$ cat config.mk
export PLATFORM = sky130hd
export DESIGN_NAME = uart_rx_ctrl
export DESIGN_NICKNAME = d
export VERILOG_FILES = /design/src/rtl/uart_rx_ctrl.sv
export SDC_FILE = /design/constraint.sdc
export NUM_CORES = 1
export LEC_CHECK = 0
export CAP_MARGIN = 5
export CORE_ASPECT_RATIO = 0.6
export CORE_UTILIZATION = 34
export CTS_BUF_LIST = sky130_fd_sc_hd__clkbuf_16
export DETAILED_ROUTE_END_ITERATION = 10
export HOLD_SLACK_MARGIN = 0.05
export PLACE_DENSITY = 0.5
export SYNTH_ARGS = -nofsm -noshare
export SYNTH_HDL_FRONTEND = slang
export SYNTH_SLANG_ARGS = --single-unit
$ cat constraint.sdc
create_clock -name CLK -period 4.6 [get_ports CLK]
set_clock_uncertainty 0.1 [all_clocks]
set_input_delay 0.92 -clock CLK [delete_from_list [all_inputs] [get_ports CLK]]
set_output_delay 0.92 -clock CLK [all_outputs]
set_load 0.01 [all_outputs]
$ cat src/rtl/uart_rx_ctrl.sv
// Receive-side buffer for a 16550-style UART: FIFO or single holding register,
// with overrun, error summary, trigger level and character-timeout reporting.
module uart_rx_ctrl #(
    parameter int DEPTH_LOG2 = 4,
    parameter int TOUT_TICKS = 640
) (
    input  logic                  CLK,
    input  logic                  RST,
    input  logic                  RXCLK,
    input  logic                  FIFOEN,
    input  logic                  FIFOCLR,
    input  logic [1:0]            TRIG,
    input  logic                  RXFINISHED,
    input  logic [7:0]            DIN,
    input  logic                  PEI,
    input  logic                  FEI,
    input  logic                  BII,
    input  logic                  RD,
    input  logic                  LSRRD,
    output logic [7:0]            DOUT,
    output logic                  PE,
    output logic                  FE,
    output logic                  BI,
    output logic                  DR,
    output logic                  OE,
    output logic                  ERRSUM,
    output logic                  TRIGINT,
    output logic                  TOINT,
    output logic                  RXCLEAR,
    output logic [DEPTH_LOG2:0]   LEVEL
);
    localparam int DEPTH = 1 << DEPTH_LOG2;
    localparam int AW    = DEPTH_LOG2;
    localparam int LW    = DEPTH_LOG2 + 1;
    localparam int TW    = $clog2(TOUT_TICKS + 1);

    logic [10:0]   mem [DEPTH];
    logic [10:0]   head;
    logic [AW-1:0] wr_ptr, rd_ptr, wr_ptr_next, rd_ptr_next, wr_addr;
    logic [LW-1:0] level_next, err_cnt, err_cnt_next;
    logic [TW-1:0] tout_cnt, tout_cnt_next;
    logic          fifoen_q, oe_next, toint_next;
    logic          clr, full, not_empty, pop, push_adv, overwrite, overrun, do_write;
    logic          in_flag, head_flag;
    int unsigned   trig_count;

    assign head      = mem[rd_ptr];
    assign not_empty = (LEVEL != '0);
    assign in_flag   = BII | FEI | PEI;
    assign head_flag = |head[10:8];

    assign DR      = not_empty;
    assign DOUT    = not_empty ? head[7:0] : 8'h00;
    assign PE      = not_empty & head[8];
    assign FE      = not_empty & head[9];
    assign BI      = not_empty & head[10];
    assign TRIGINT = FIFOEN && (32'(LEVEL) >= trig_count);

    always_comb begin
        case (TRIG)
            2'b00:   trig_count = 1;
            2'b01:   trig_count = 4;
            2'b10:   trig_count = 8;
            default: trig_count = 14;
        endcase
    end

    // A mode change is treated exactly like an explicit clear strobe.
    assign clr       = FIFOCLR || (FIFOEN != fifoen_q);
    assign full      = FIFOEN ? (LEVEL == LW'(DEPTH)) : not_empty;
    assign pop       = RD && not_empty && !clr;
    assign push_adv  = RXFINISHED && !clr && (!full || pop);
    assign overrun   = RXFINISHED && !clr && full && !pop;
    assign overwrite = overrun && !FIFOEN;
    assign do_write  = push_adv || overwrite;
    assign wr_addr   = overwrite ? rd_ptr : wr_ptr;

    // NOTE: every signal gets a default at the top of the block so no path can infer a latch.
    always_comb begin
        rd_ptr_next   = rd_ptr;
        wr_ptr_next   = wr_ptr;
        level_next    = LEVEL;
        err_cnt_next  = err_cnt;
        tout_cnt_next = tout_cnt;
        if (clr) begin
            rd_ptr_next   = '0;
            wr_ptr_next   = '0;
            level_next    = '0;
            err_cnt_next  = '0;
            tout_cnt_next = '0;
        end else begin
            if (pop)      rd_ptr_next = rd_ptr + AW'(1);
            if (push_adv) wr_ptr_next = wr_ptr + AW'(1);
            level_next = LEVEL + LW'(push_adv) - LW'(pop);
            if (overwrite)
                err_cnt_next = LW'(in_flag);
            else
                err_cnt_next = err_cnt + LW'(push_adv && in_flag) - LW'(pop && head_flag);
            if (RXFINISHED || RD || !not_empty)
                tout_cnt_next = '0;
            else if (RXCLK && tout_cnt != TW'(TOUT_TICKS))
                tout_cnt_next = tout_cnt + TW'(1);
        end
        oe_next    = overrun ? 1'b1 : (LSRRD ? 1'b0 : OE);
        toint_next = FIFOEN && (level_next != '0) && (tout_cnt_next == TW'(TOUT_TICKS));
    end

    // NOTE: sequential state uses non-blocking assignments so all flops update from pre-edge values.
    always_ff @(posedge CLK or posedge RST) begin
        if (RST) begin
            rd_ptr   <= '0;
            wr_ptr   <= '0;
            LEVEL    <= '0;
            err_cnt  <= '0;
            tout_cnt <= '0;
            OE       <= 1'b0;
            ERRSUM   <= 1'b0;
            TOINT    <= 1'b0;
            RXCLEAR  <= 1'b0;
            fifoen_q <= 1'b0;
        end else begin
            rd_ptr   <= rd_ptr_next;
            wr_ptr   <= wr_ptr_next;
            LEVEL    <= level_next;
            err_cnt  <= err_cnt_next;
            tout_cnt <= tout_cnt_next;
            OE       <= oe_next;
            ERRSUM   <= (err_cnt_next != '0);
            TOINT    <= toint_next;
            RXCLEAR  <= clr;
            fifoen_q <= FIFOEN;
        end
    end

    // NOTE: the storage array has no reset; empty-state outputs are masked by LEVEL instead.
    always_ff @(posedge CLK) begin
        if (do_write) mem[wr_addr] <= {BII, FEI, PEI, DIN};
    end
endmodule

==> After elaboration in Yosys (flattened, before gate mapping) <==
Memory sizes are Yosys's and may differ from the RTL's.
Cells that the tools add are included.
{ "totals": {"register_bits": 33, "latchBits": 0, "ramBits": 176, "mem_bits_ro": 0, "inputBits": 21, "output_inout_bits": 22, "word_cells": 79, "n_memories": 1} }
{ "memory_table": {"columns": ["name", "depth", "word_bits", "read_ports", "rd_ports_with_merged_regs", "wr", "line", "rtl"], "rows": [
  ["mem", 16, 11, 1, 0, 1, "37", "logic [10:0] mem [DEPTH];"]
]} }
{ "classes": {"addsub": 7, "multipliers": 0, "n_div": 0, "magnitude_cmp": 1, "eq_ne": 6, "shift": 0, "muxes": 18, "n_bitwise": 5, "reduce_logical": 31} }
{ "op_table": {"columns": ["operator", "count"], "rows": [
  ["$ge A5 B32 Y1", 1],
  ["$mux W10", 3],
  ["$mux W4", 5],
  ["$mux W5", 3],
  ["$reduce_bool A5 Y1", 3],
  ["$logic_and A1 B1 Y1", 13],
  ["$pmux W4 S3", 1],
  ["$add A10 B1 Y10 const B", 1],
  ["$add A5 B1 Y5", 2],
  ["$eq A10 B10 Y1 const B", 1],
  ["$ne A10 B10 Y1 const B", 1],
  ["$sub A5 B1 Y5", 2],
  ["$add A4 B1 Y4 const B", 2],
  ["$mux W8", 1],
  ["$reduce_bool A2 Y1", 3],
  ["$eq A5 B5 Y1 const B", 1],
  ["$logic_not A1 Y1", 5],
  ["$logic_or A1 B1 Y1", 5],
  ["$mux W1", 5],
  ["$and A1 B1 Y1", 3],
  ["$reduce_or A3 Y1", 1],
  ["$eq A2 B1 Y1 const B", 1],
  ["$eq A2 B2 Y1 const B", 1],
  ["$logic_not A2 Y1", 1],
  ["other kinds (2)", 3]
]} }

==> Longest topological paths before layout <==
{ "logic_depth": {"word_depth": 12, "mapped_depth": 17} }

==> Least setup slack after synthesis <==
Ideal clock, no wire load.
{ "synth_path": {"path_kind": "flip-flop to flip-flop", "startpoint": "register rd_ptr[0]", "endpoint": "register ERRSUM", "arrival_ps": 3185, "t_required_ps": 4361, "path_slack_ps": 1177, "path_stages_with_launch": 18, "path_buffers": 2, "path_cell_list": "dfrtp_1 -> buf_4 -> buf_2 -> mux4_2 -> a22oi_1 -> nand2_1 -> nor3_1 -> nor3_1 -> ha_1 -> inv_1 -> ha_1 -> inv_1 -> fa_1 -> nor2b_1 -> o21ai_0 -> nand2b_1 -> xnor2_1 -> o211ai_1"} }
{ "synth_via": {"elab_chain_cells": 7} }
{ "synth_lines": {"columns": ["item", "line", "rtl"], "rows": [
  ["start: declaration", "39", "logic [AW-1:0] wr_ptr, rd_ptr, wr_ptr_next, rd_ptr_next, wr_addr;"],
  ["start signal: assignment", "122", "rd_ptr <= rd_ptr_next;"],
  ["$mem_v2 Z16 W11", null, null],
  ["$reduce_or A3 Y1", "50", "assign head_flag = |head[10:8];"],
  ["$logic_and A1 B1 Y1", "98", "err_cnt_next = err_cnt + LW'(push_adv && in_flag) - LW'(pop && head_flag);"],
  ["$sub A5 B1 Y5", "98", null],
  ["$mux W5", "95", "if (overwrite)"],
  ["$mux W5", "85", "if (clr) begin"],
  ["$reduce_bool A5 Y1", "128", "ERRSUM <= (err_cnt_next != '0);"],
  ["end signal: assignment", "128", null],
  ["end: declaration", "26", "output logic ERRSUM,"]
]} }
Every way passes these cells.
A chain may end at the register's enable or synchronous reset.

==> Worst setup path after layout <==
{ "layout_path": {"startpoint": "register rd_ptr[1]", "endpoint": "output port DOUT[6]"} }
{ "layout_via": {"elab_chain_cells": 2} }
{ "layout_lines": {"columns": ["item", "line", "rtl"], "rows": [
  ["$mem_v2 Z16 W11", null, null],
  ["$mux W8", "53", "assign DOUT = not_empty ? head[7:0] : 8'h00;"],
  ["end: declaration", "20", "output logic [7:0] DOUT,"]
]} }
Every way passes these cells.

==> flow_summary.yaml <==
status:
  status: "completed"
floorplan:
  io_pins: 43
  initial_core_util_pct: 35.1
  row_count: 45
  core_sq_um: 25600
  die-area_sq_um: 27100
  die_y_microns: 128
  die_x_microns: 212
logic_synthesis:
  yosysSeqAreaShare_pct: 68.0
  synthArstFlopShare_pct: 15.8
  syn-num-nets: 568
  synthFlopType: "edfxtp_1"
  synthTopCellsByArea: "edfxtp_1 59%, mux4_2 13%, dfrtp_1 9.2%"
  mappedNetlistArea_sq_um: 8990
  synth_cells: 527
  synth_seq_cells: 209
  synth_top_cell_by_area: "edfxtp_1"
  synth.distinct_cells: 54
  syn_area_per_cell_sq_um: 17.1
  synth_edf_count: 176
  synth_top_area_share_pct: 58.8
  yosysWarnings: 0
global_routing:
  grt_max_degree: 37
  grt_pass1_vias: 5073
  overflow: 0
  antenna_found_initial: 0
  grt_pass1_wl_microns: 32100
  grtUsageTotal_pct: 16.3
timing:
  hold_violations: 0
  fin_crit_sh_pct: 96.1
  rsz0062_at_grt: "no"
  setup_viol: 0
  tightest_slew_ps: 963
  slew_viol_final: 0
  final.min_clock_period_ps: 4420
  setup_tns_ps: 0
  max_freq_mhz: 226
  maxSlewHeadroom_pct: 35.8
layout:
  num-fill-cells: 2325
  n_antenna_cell: 0
  final_nets: 649
  layout-drive-gt1-share_pct: 20.3
  area_growth_pct: 19.3
  stdcell_area_sq_um: 10700
pwr:
  p_per_area_nw_per_um2: 371
  p_leak_nw: 3.60
  ir_drop_mv: 0.222
critical_path:
  r2r-end: "ERRSUM"
  crit_family: "flip-flops"
  path_common_cell: "mux4_2"
  crit_type: "reg2out"
  start_kind: "flip-flop"
  required_ps: 3580
  crit_buf_inv: 2
  path_cells: "buf_4 -> mux4_2 -> mux4_2 -> and2_1 -> clkdlybuf4s50_1"
  worst-path-max-fanout: 35
  crit_slowest_cell: "dfrtp_2"
  end_kind: "output port"
  rrSetupSlack_ps: 700
  arrival_ps: 3400
  r2r_start: "rd_ptr[1]"
  max_stage_delay_ps: 1000
  ff2ff_path_depth: 15
cts:
  worst_skew_pair.late_latency_ps: 530
  hold_buffers: 0
  cts-root-buf: "clkbuf_16"
  cts_made_buffers: 22
  clk_pin_slew_ps: 60
  ctsResizeCount: 0
  htreeDepth: 1
  post_cts_buffers: 0
  cts_tree: "done"
  cts_max_path_buffers: 3
  clock-sinks: 209
worst_hold_path:
  min_path_type: "reg2reg"
  min_to: "OE"
  hp-start: "OE"
  hold_depth: 2
routing:
  viasPerCell: 5.06
  ant_nets: 0
  vias: 4921
  drt_first_pass_iters: 5
  drc: 0
  avgRoutedWirePerCell_microns: 21.8
  drtIter0Drc: 282
  wl_microns: 21300
job:
  maxCapViolCount: 0
place:
  post_dp_cell_area_sq_um: 10000
  port_buffers: 42
  place.gp.congestion: 0.835
  hpwl_microns: 14100
## cell usage after synthesis (3+ instances only)
library cell  number
clkbuf_1           6
nand2_1           21
nor2b_1           10
nor2_1            45
buf_2              6
nor3_1             6
o21ai_0            7
edfxtp_1         176
and4_1             3
a21oi_1           13
mux2i_1            4
or3_1              3
and2_1            16
nand4_1            7
ha_1              18
dfrtp_1           33
xor2_1            12
nand2b_1           4
inv_1             27
mux4_2            52
xnor2_1           10
nand3_1            4
a22oi_1            6
## registers in the layout, summed over array words and instances, names as in the netlist
name and flops:
mem 176, tout_cnt 10, LEVEL 5, err_cnt 5
rd_ptr 4, wr_ptr 4, ERRSUM 1, OE 1
RXCLEAR 1, TOINT 1, fifoen_q 1
## metrics by stage
stage          hold WS [ps]  total power [mW]  std cells  worst slack, ps  util [%]
2_1_floorplan           443              2.19        527             1180         -
3_3_place_gp            433              2.28        936              523      39.1
3_5_place_dp            430              2.28        936              454      39.1
4_1_cts                 440              4.03        973              145      41.9
5_1_grt                 475              4.12        973             45.6      41.9
6_report                434              3.98        973              180      41.9
## layout by cell type, fill, tap and decap left out, types with 3 or more instances in the layout
master,Yosys,final
and4_1,3,3
xnor2_1,10,10
dfrtp_1,33,31
xor2_1,12,12
clkinv_1,0,3
nor2b_1,10,10
inv_1,27,31
mux2i_1,4,4
nor2_1,45,45
and2_1,16,16
or3_1,3,3
nand2_1,21,21
mux4_2,52,52
buf_4,1,31
nand4_1,7,7
nand2b_1,4,4
edfxtp_1,176,176
a22oi_1,6,6
clkdlybuf4s50_1,0,42
ha_1,18,18
clkbuf_16,0,22
nor3_1,6,6
nand3_1,4,4
a21oi_1,13,13
o21ai_0,7,7
## power by group
group          internal, mW  switching, mW  leakage, nW  total [mW]
clock                 0.992          0.748        0.355        1.74
combinational        0.0729         0.0961         1.21       0.169
sequential             2.07        0.00609         2.03        2.07
## worst min-delay path: cells and delay by family, from the launching register on
| family | cells | cell delay (ps) |
|---|---|---|
| flip-flops | 1 | 380 |
| AO/OA/AOI/OAI | 1 | 60 |
| buffers and inverters | 1 | 50 |
## metal layers
metal  part of all wire [%]  track usage [%]  vias up
met1                     50             25.8     2543
met5                      0                0        -
met4                    1.8             3.84        0
met2                     41             22.3      139
met3                    6.7             4.12       33
li1                       -                -     2206
## cell families after synthesis
kind of cell | count (synthesis) | share of synthesized area [%]
AO/OA/AOI/OAI | 44 | 3.43
XOR/XNOR | 22 | 2.14
flip-flops | 209 | 68.0
buffers and inverters | 45 | 2.10
AND/OR/NAND/NOR | 131 | 7.89
multiplexers | 56 | 13.5
adder cells (fa/ha/maj) | 20 | 2.95
## layout make-up
type	instances	area (sq um)	share of cell area [%]
Inverter	28	105	0.980
Sequential cell	209	6110	57.0
Clock buffer	22	551	5.13
Clock inverter	15	154	1.44
Multi-Input combinational cell	273	2690	25.1
Tap cell	352	440	4.11
Timing Repair Buffer	74	673	6.28
## how the worst max path moves through the flow
stage | startpoint | end | slack (ps) | depth (start not counted)
6_report | rd_ptr[1] | DOUT[6] | 180 | 5
5_1_grt | rd_ptr[1] | DOUT[5] | 50 | 5
4_1_cts | rd_ptr[1] | DOUT[6] | 140 | 5
3_5_place_dp | FIFOEN | ERRSUM | 450 | 16
3_3_place_gp | FIFOEN | ERRSUM | 520 | 15
2_1_floorplan | rd_ptr[0] | ERRSUM | 1180 | 17
Power figures use the tool's default switching activity.
